==> config.mk <==
export PLATFORM = sky130hd
export DESIGN_NAME = fir_filter_core_param_flat
export DESIGN_NICKNAME = d
export VERILOG_FILES = /design/src/rtl/fir_filter_core_param_if.sv /design/src/rtl/fir_filter_core_param.sv /design/src/flat_wrapper.sv
export SDC_FILE = /design/constraint.sdc
export NUM_CORES = 1
export LEC_CHECK = 0
export BUFFER_PORTS_ARGS = -buffer_cell sky130_fd_sc_hd__buf_4
export CORE_MARGIN = 2
export CORE_UTILIZATION = 45
export CTS_CLUSTER_SIZE = 20
export DETAILED_ROUTE_END_ITERATION = 12
export GPL_ROUTABILITY_DRIVEN = 0
export PLACE_DENSITY = 0.71
export SKIP_LAST_GASP = 1
export SYNTH_ARGS = -nofsm -noshare
export SYNTH_HDL_FRONTEND = slang
export SYNTH_SLANG_ARGS = --single-unit
==> constraint.sdc <==
create_clock -name clk -period 20 [get_ports clk]
set_input_delay 0 -clock clk [delete_from_list [all_inputs] [get_ports clk]]
set_output_delay 0 -clock clk [all_outputs]
set_load 0.02 [all_outputs]
==> src/rtl/fir_filter_core_param_if.sv <==
// Sample-in / result-out handshake bundle for the parameterised FIR core.
interface fir_filter_core_param_if #(
  parameter int DATA_W = 8,
  parameter int OUT_W  = 8
);
  logic                     in_valid;
  logic                     in_ready;
  logic signed [DATA_W-1:0] in_data;
  logic                     out_valid;
  logic                     out_ready;
  logic signed [OUT_W-1:0]  out_data;

  modport master (
    output in_valid, in_data, out_ready,
    input  in_ready, out_valid, out_data
  );

  modport slave (
    input  in_valid, in_data, out_ready,
    output in_ready, out_valid, out_data
  );
endinterface

==> src/rtl/fir_filter_core_param.sv <==
// Sequential single-MAC FIR: one sample in, TAPS multiply-accumulate cycles,
// then a held result with optional shift/saturation or a straight bypass.
module fir_filter_core_param #(
  parameter int DATA_W = 8,
  parameter int COEF_W = 8,
  parameter int TAPS   = 4,
  parameter int OUT_W  = 8
) (
  input  logic                       clk,
  input  logic                       rst,
  fir_filter_core_param_if.slave     bus,
  input  logic                       coef_we,
  input  logic [$clog2(TAPS)-1:0]    coef_addr,
  input  logic signed [COEF_W-1:0]   coef_data,
  input  logic [4:0]                 shift,
  input  logic                       sat_en,
  input  logic                       bypass,
  output logic                       busy
);

  localparam int KW    = $clog2(TAPS);
  localparam int ACC_W = DATA_W + COEF_W + KW;
  localparam int CMP_W = (ACC_W > OUT_W) ? ACC_W : OUT_W;
  localparam logic signed [CMP_W-1:0] OMAX =
    {{(CMP_W-OUT_W+1){1'b0}}, {(OUT_W-1){1'b1}}};
  localparam logic signed [CMP_W-1:0] OMIN = ~OMAX;

  typedef enum logic [1:0] {IDLE, MAC, OUT} state_e;

  state_e state_q, state_d;

  logic signed [DATA_W-1:0] x_q [TAPS];
  logic signed [COEF_W-1:0] c_q [TAPS];
  logic signed [ACC_W-1:0]  acc_q, acc_d;
  logic [KW-1:0]            k_q, k_d;
  logic [4:0]               shift_q;
  logic                     sat_q;
  logic                     byp_q;

  logic                     accept;
  logic                     coef_wr;
  logic signed [ACC_W-1:0]  prod;
  logic signed [ACC_W-1:0]  scaled;
  logic signed [CMP_W-1:0]  s_ext;
  logic signed [OUT_W-1:0]  result;

  assign accept  = bus.in_valid & (state_q == IDLE);
  assign coef_wr = coef_we & (state_q == IDLE) & (32'(coef_addr) < 32'(TAPS));

  // State register
  always_ff @(posedge clk) begin
    if (rst) state_q <= IDLE;
    else     state_q <= state_d;
  end

  // Next-state logic
  always_comb begin
    state_d = state_q;
    unique case (state_q)
      IDLE: if (bus.in_valid) state_d = bypass ? OUT : MAC;
      MAC:  if (k_q == KW'(TAPS - 1)) state_d = OUT;
      OUT:  if (bus.out_ready) state_d = IDLE;
      default: state_d = IDLE;
    endcase
  end

  // Outputs
  always_comb begin
    bus.in_ready  = (state_q == IDLE);
    bus.out_valid = (state_q == OUT);
    busy          = (state_q != IDLE);
    bus.out_data  = (state_q == OUT) ? result : '0;
  end

  // Accumulator and tap index
  always_comb begin
    prod  = ACC_W'(x_q[k_q]) * ACC_W'(c_q[k_q]);
    acc_d = acc_q;
    k_d   = k_q;
    if (accept) begin
      acc_d = '0;
      k_d   = '0;
    end else if (state_q == MAC) begin
      acc_d = acc_q + prod;
      k_d   = k_q + KW'(1);
    end
  end

  // Result formatting from latched controls, so it stays fixed while held
  always_comb begin
    scaled = acc_q >>> shift_q;
    s_ext  = CMP_W'(scaled);
    result = s_ext[OUT_W-1:0];
    if (byp_q) begin
      result = OUT_W'(x_q[0]);
    end else if (sat_q) begin
      if (s_ext > OMAX)      result = OMAX[OUT_W-1:0];
      else if (s_ext < OMIN) result = OMIN[OUT_W-1:0];
    end
  end

  always_ff @(posedge clk) begin
    if (rst) begin
      for (int unsigned i = 0; i < TAPS; i++) begin
        x_q[i] <= '0;
        c_q[i] <= (i == 0) ? COEF_W'(1) : '0;
      end
      acc_q   <= '0;
      k_q     <= '0;
      shift_q <= '0;
      sat_q   <= 1'b0;
      byp_q   <= 1'b0;
    end else begin
      acc_q <= acc_d;
      k_q   <= k_d;
      if (accept) begin
        for (int unsigned i = 1; i < TAPS; i++) x_q[i] <= x_q[i-1];
        x_q[0]  <= bus.in_data;
        shift_q <= shift;
        sat_q   <= sat_en;
        byp_q   <= bypass;
      end
      if (coef_wr) c_q[coef_addr] <= coef_data;
    end
  end

endmodule

==> src/flat_wrapper.sv <==
// flat-port wrapper written by rule: the top's interface ports become plain ports
module fir_filter_core_param_flat 
#(
  parameter int DATA_W = 8,
  parameter int COEF_W = 8,
  parameter int TAPS   = 4,
  parameter int OUT_W  = 8
)
  (clk, rst, coef_we, coef_addr, coef_data, shift, sat_en, bypass, busy, bus_in_valid, bus_in_data, bus_out_ready, bus_in_ready, bus_out_valid, bus_out_data);
  fir_filter_core_param_if #(.DATA_W(DATA_W), .OUT_W(OUT_W)) bus_i ();
  input  logic clk;
  input  logic rst;
  input  logic coef_we;
  input  logic [$clog2(TAPS)-1:0] coef_addr;
  input  logic signed [COEF_W-1:0] coef_data;
  input  logic [4:0] shift;
  input  logic sat_en;
  input  logic bypass;
  output logic busy;
  input wire logic [$bits(bus_i.in_valid)-1:0] bus_in_valid;
  input wire logic [$bits(bus_i.in_data)-1:0] bus_in_data;
  input wire logic [$bits(bus_i.out_ready)-1:0] bus_out_ready;
  output wire logic [$bits(bus_i.in_ready)-1:0] bus_in_ready;
  output wire logic [$bits(bus_i.out_valid)-1:0] bus_out_valid;
  output wire logic [$bits(bus_i.out_data)-1:0] bus_out_data;
  assign bus_i.in_valid = bus_in_valid;
  assign bus_i.in_data = bus_in_data;
  assign bus_i.out_ready = bus_out_ready;
  assign bus_in_ready = bus_i.in_ready;
  assign bus_out_valid = bus_i.out_valid;
  assign bus_out_data = bus_i.out_data;
  fir_filter_core_param #(.DATA_W(DATA_W), .COEF_W(COEF_W), .TAPS(TAPS), .OUT_W(OUT_W)) u_core (.clk(clk), .rst(rst), .bus(bus_i), .coef_we(coef_we), .coef_addr(coef_addr), .coef_data(coef_data), .shift(shift), .sat_en(sat_en), .bypass(bypass), .busy(busy));
endmodule
# After elaboration in Yosys (flattened, before gate mapping)

Memories as Yosys holds them, arrays and structs flattened. A register that Yosys moved wholly into a read port is not among the register bits.
Cells that the tools add are included.

Register bits: 29
Bits in latches: 0
Memory bits (writable): 64
ROM bits: 0
Output and inout bits: 11
Word-level logic and storage cells: 60
Memories: 2

Memory list:

| name       | words | bits a word | rd ports | clocked after memory_dff | write ports | line                        | text |
|---|---|---|---|---|---|---|---|
| u_core.c_q | 4     | 8           | 1        | 1                        | 4           | fir_filter_core_param.sv:33 | `logic signed [COEF_W-1:0] c_q [TAPS];` |
| u_core.x_q | 4     | 8           | 4        | 1                        | 4           | fir_filter_core_param.sv:32 | `logic signed [DATA_W-1:0] x_q [TAPS];` |

Add/subtract/negate cells: 2
Multipliers: 1
Divide/modulo/power cells: 0
$lt $le $gt $ge: 2
Eq/ne operators: 6
Shift operators: 1
Multiplexer cells: 29
Bitwise operators: 6
Reductions and logical operators: 5

Operators with widths:

| operator              | number |
|---|---|
| $mux W8               | 10 |
| $add A18 B18 Y18      | 1 |
| $gt A18 B8 Y1 const B | 1 |
| $lt A18 B8 Y1 const B | 1 |
| $mux W2               | 9 |
| $sshr A18 B5 Y18      | 1 |
| $mul A8 B8 Y16        | 1 |
| $mux W1               | 9 |
| $reduce_or A8 Y1      | 1 |
| $pmux W2 S3           | 1 |
| $eq A2 B2 Y1 const B  | 2 |
| $ne A2 B2 Y1 const B  | 2 |
| $or A1 B1 Y1          | 4 |
| $reduce_and A3 Y1     | 1 |
| $add A2 B1 Y2 const B | 1 |
| $and A1 B1 Y1         | 2 |
| $eq A2 B1 Y1 const B  | 1 |
| $logic_not A2 Y1      | 1 |
| $ne A2 B1 Y1 const B  | 1 |
| $reduce_bool A2 Y1    | 1 |
| $reduce_or A2 Y1      | 1 |

# Logic depth before layout (Yosys ltp)

Word-level depth: 7
Mapped depth: 30
Depth with buffers taken out: 28

# Worst setup path before layout

No wires, ideal clock.

Path type: register to register
Start point: reg with a tool-made name
End point: reg u_core.acc_q[17]
Data arrival time: 7.068 ns
Path slack: 12.814 ns
Cell stages (with the launch flop): 28
Path through: dfxtp_1 > clkbuf_1 > buf_2 > mux2_2 > o21ai_1 > or2_2 > fa_1 > fa_1 > inv_1 > fa_1 > inv_1 > fa_1 > inv_1 > ha_1 > a21oi_1 > o21bai_1 > a21oi_1 > o21bai_1 > a21oi_1 > xnor2_1 > ha_1 > and4_1 > a21o_1 > a21o_1 > o311a_1 > o21a_1 > mux2_2 > mux2i_1

RTL lines:

| element                | line                         | text |
|---|---|---|
| end signal: assignment | fir_filter_core_param.sv:108 | `acc_q <= '0;` |
| end signal: assignment | fir_filter_core_param.sv:114 | `acc_q <= acc_d;` |
| end: declaration       | fir_filter_core_param.sv:34  | `logic signed [ACC_W-1:0] acc_q, acc_d;` |

==> impl_metrics.ini <==
[timing]
finalSetupTns_ns = 0
fmax_mhz = 137
timing.final.crit_share_pct = 36.5
final-hold-violation-count = 0
finalCriticalPeriod_ns = 7.29
slew-limit-headroom_pct = 26.9
hold_slack_ns = 0.0967
maxSlewViolCount = 0
grt_setup_unrepaired = false
report.final.setup_viol = 0
setup_skew_ns = 0.0122
actual_transition_at_the_worst_max_transition_pin_ns = 1.09

[synth]
synthesis.yosys.warnings = 0
syn-mean-instance-area_sq_um = 10.2
ys_ff_latch = 95
synth_area_sq_um = 8170
ys_top_cells_by_area = edfxtp_1 24%, fa_1 14%, and2_1 8.2%
yosys.cell_types.count = 65
synth_ff_type = edfxtp_1
yosys.area.top_type = edfxtp_1
number_of_synthesized_flops_with_an_enable_pin = 64
postSynth.asyncResetShare_pct = 0
synth_fp_nets = 931
seq_area_frac_synth_pct = 31.1
fraction_of_post_synthesis_cell_area_in_the_top_cell_type_by_area_pct = 23.5
synthesis.instances = 798

[clocking]
h-tree-depth = 3
tritoncts.num_buffers = 9
clkSinkCount = 95
clock_tree.root_cell = clkbuf_16
clkSlewWorstSetupHoldPaths_ns = 0.08
cts-hold-fix-buffers = 26
clk_path_buf_depth = 2
postCtsResizedCells = 0
post-cts-setup-buffers = 0
tritoncts = yes
clock_latency_reported_for_the_late_side_of_the_worst_skew_pair_ns = 0.35

[setup_path]
crit_path_top_delay_cell = fa_1
count_of_buffering_cells_on_the_critical_path_with_inverters_included = 4
worst-endpoint-required_ns = 20.25
path_depth = 26
slowest_delay_ns = 0.55
end_kind = register
cp_data_arrival_time_ns = 7.54
regToRegEndpoint = u_core.acc_q[17]
critPathLaunchType = register
register_to_register_path_depth = 26
timing.critical_path.mode_cell = fa_1
worstSetupPathType = register to register
critical-path-top-delay-family = adder cells
worst-r2r-setup-slack_ns = 12.71
cp_max_fo = 16

[cells_and_area]
multi_input_comb_area_sq_um = 5110
final_common_cell = and2_1
finalNetCount = 986
layout_common_cells = 107 x and2_1, 104 x inv_1, 64 x edfxtp_1
fillers = 1605
layout-drive-gt1-share_pct = 13.3
layout.cells.non_filler = 1087
final-seq-area_sq_um = 2540
antennaDiodeCount = 0
area_delta_synth_final_pct = 13.3

[global_routing]
grtUsageTotal_pct = 18.5
grt_pass1_vias = 5802
grt_pass1_wl_mm = 28.8
globalRouteOverflowTotal = 0
maximum_number_of_pins_on_one_net_before_global_route_repair = 56
antenna_found_initial = 0

[placement]
buffer_ports.inserted = 40
post-dp-hpwl_mm = 12.8
place_inst = 1045

[floorplanning]
row_count = 49
die_x_um = 139
boundaryPins = 41
die_h_um = 139
initial_core_util_pct = 45.6
floorplan.die_area_sq_um = 19200
core_region_area_sq_um = 17900

[route]
antenna_left = 0
avgViaCountPerCell = 5.35
firstDrtPassIters = 4
dr_total_vias = 5816
drc = 0
drt_iter0_markers = 241
wl_per_cell_um = 15.7
sum_of_routed_wire_length_over_all_layers_mm = 17.1

[flow_run]
max_cap_violations = 0

[worst_hold_path]
hold_depth = 3
timing.hold.worst.start = coef_addr[1]
hold_removal_path_class = primary input to register
hold_crit_endpoint = u_core.c_q[0][0]

[power]
power.density_cell_area_nw_per_um2 = 92.8
vdd.ir_drop.worst_uv = 65.6
power.static_leakage_uw = 0.00393

[outcome]
status = finished clean
==> registers in the layout, summed over array words and instances (netlist names), named ones only <==
name / flops
u_core.byp_q: 1
u_core.sat_q: 1
u_core.shift_q: 5
u_core.state_q: 2
u_core.k_q: 2
u_core.acc_q: 18
u_core.x_q: 32
u_core.c_q: 32
==> cells by family after synthesis <==
group           after synthesis  synth area share, %
compound gates              128                 10.6
xor+xnor                     24                 2.57
fa+ha+maj                   103                 20.9
buf+inv                     132                 6.31
flops                        95                 31.1
mux                          54                 11.3
simple gates                262                 17.2
==> cell type report <==
type	instances	area share [%]
Timing Repair Buffer	70	6.39
Clock inverter	6	0.758
Sequential cell	95	27.5
Inverter	106	4.30
Tap cell	229	3.10
Clock buffer	10	2.71
Multi-Input combinational cell	571	55.3
==> Yosys cell counts (4+ instances only) <==
master / number
nor3b_1: 5
inv_1: 105
nand2_1: 56
nand4_1: 5
o21ai_0: 23
nor2_1: 37
o21a_1: 5
fa_1: 56
buf_1: 4
edfxtp_1: 64
o21bai_1: 4
ha_1: 47
mux2i_1: 17
mux4_2: 26
a21oi_2: 6
nand3_1: 10
o21ai_1: 6
and2_1: 107
a211oi_1: 12
nor2b_1: 4
xnor2_1: 22
nor3_1: 12
a21oi_1: 36
buf_2: 4
or2_2: 7
mux2_2: 7
a21o_1: 8
clkbuf_1: 16
dfxtp_1: 31
a22o_1: 4
nand2b_1: 5
and3_1: 4
==> how the worst max path moves through the flow <==
stage / from / endpoint
floorplan: register / u_core.acc_q[17]
global placement: register / u_core.acc_q[17]
detailed placement: register / u_core.acc_q[17]
CTS: register / u_core.acc_q[17]
global route: register / u_core.acc_q[17]
finish: register / u_core.acc_q[17]
==> power breakdown <==
| group | switching, uW | leakage [uW] | internal, uW |
|---|---|---|---|
| registers | 16.5 | 0.000931 | 225 |
| clock network | 85.9 | 0.000158 | 96.5 |
| logic | 244 | 0.00284 | 190 |
| total | 346 | 0.00393 | 512 |
==> worst register-to-register path, cell delays in order (launching register included) <==
cell and delay (ns):
dfxtp_1 0.35, buf_4 0.32, mux2_2 0.38, o21ai_1 0.50
or2_2 0.24, fa_1 0.41, fa_1 0.55, inv_1 0.06
fa_1 0.52, inv_1 0.05, fa_1 0.52, inv_1 0.04
ha_1 0.31, a21oi_1 0.21, o21bai_1 0.09, a21oi_1 0.21
o21bai_1 0.08, a21oi_1 0.29, xnor2_1 0.18, ha_1 0.31
and4_1 0.26, a21o_1 0.19, a21o_1 0.19, o311a_1 0.36
o21a_1 0.18, mux2_2 0.26, mux2i_1 0.12
==> layer usage <==
| layer | track usage [%] | part of all wire [%] | up-vias |
|---|---|---|---|
| li1 | - | - | 2865 |
| met2 | 31.1 | 49 | 84 |
| met1 | 25.0 | 47 | 2850 |
| met3 | 2.69 | 2.6 | 17 |
| met5 | 0 | 0 | - |
| met4 | 5.42 | 1.5 | 0 |
==> through the flow <==
step | setup slack, ns | area [sq um] | util [%] | total power [uW]
2_1_floorplan | 12.81 | 8170 | - | 585
3_3_place_gp | 12.82 | 8670 | 48.4 | 665
3_5_place_dp | 12.71 | 8670 | 48.4 | 674
4_1_cts | 12.70 | 9250 | 51.7 | 862
5_1_grt | 12.26 | 9250 | 51.7 | 931
6_report | 12.71 | 9250 | 51.7 | 858
Power figures use the tool's default switching activity.
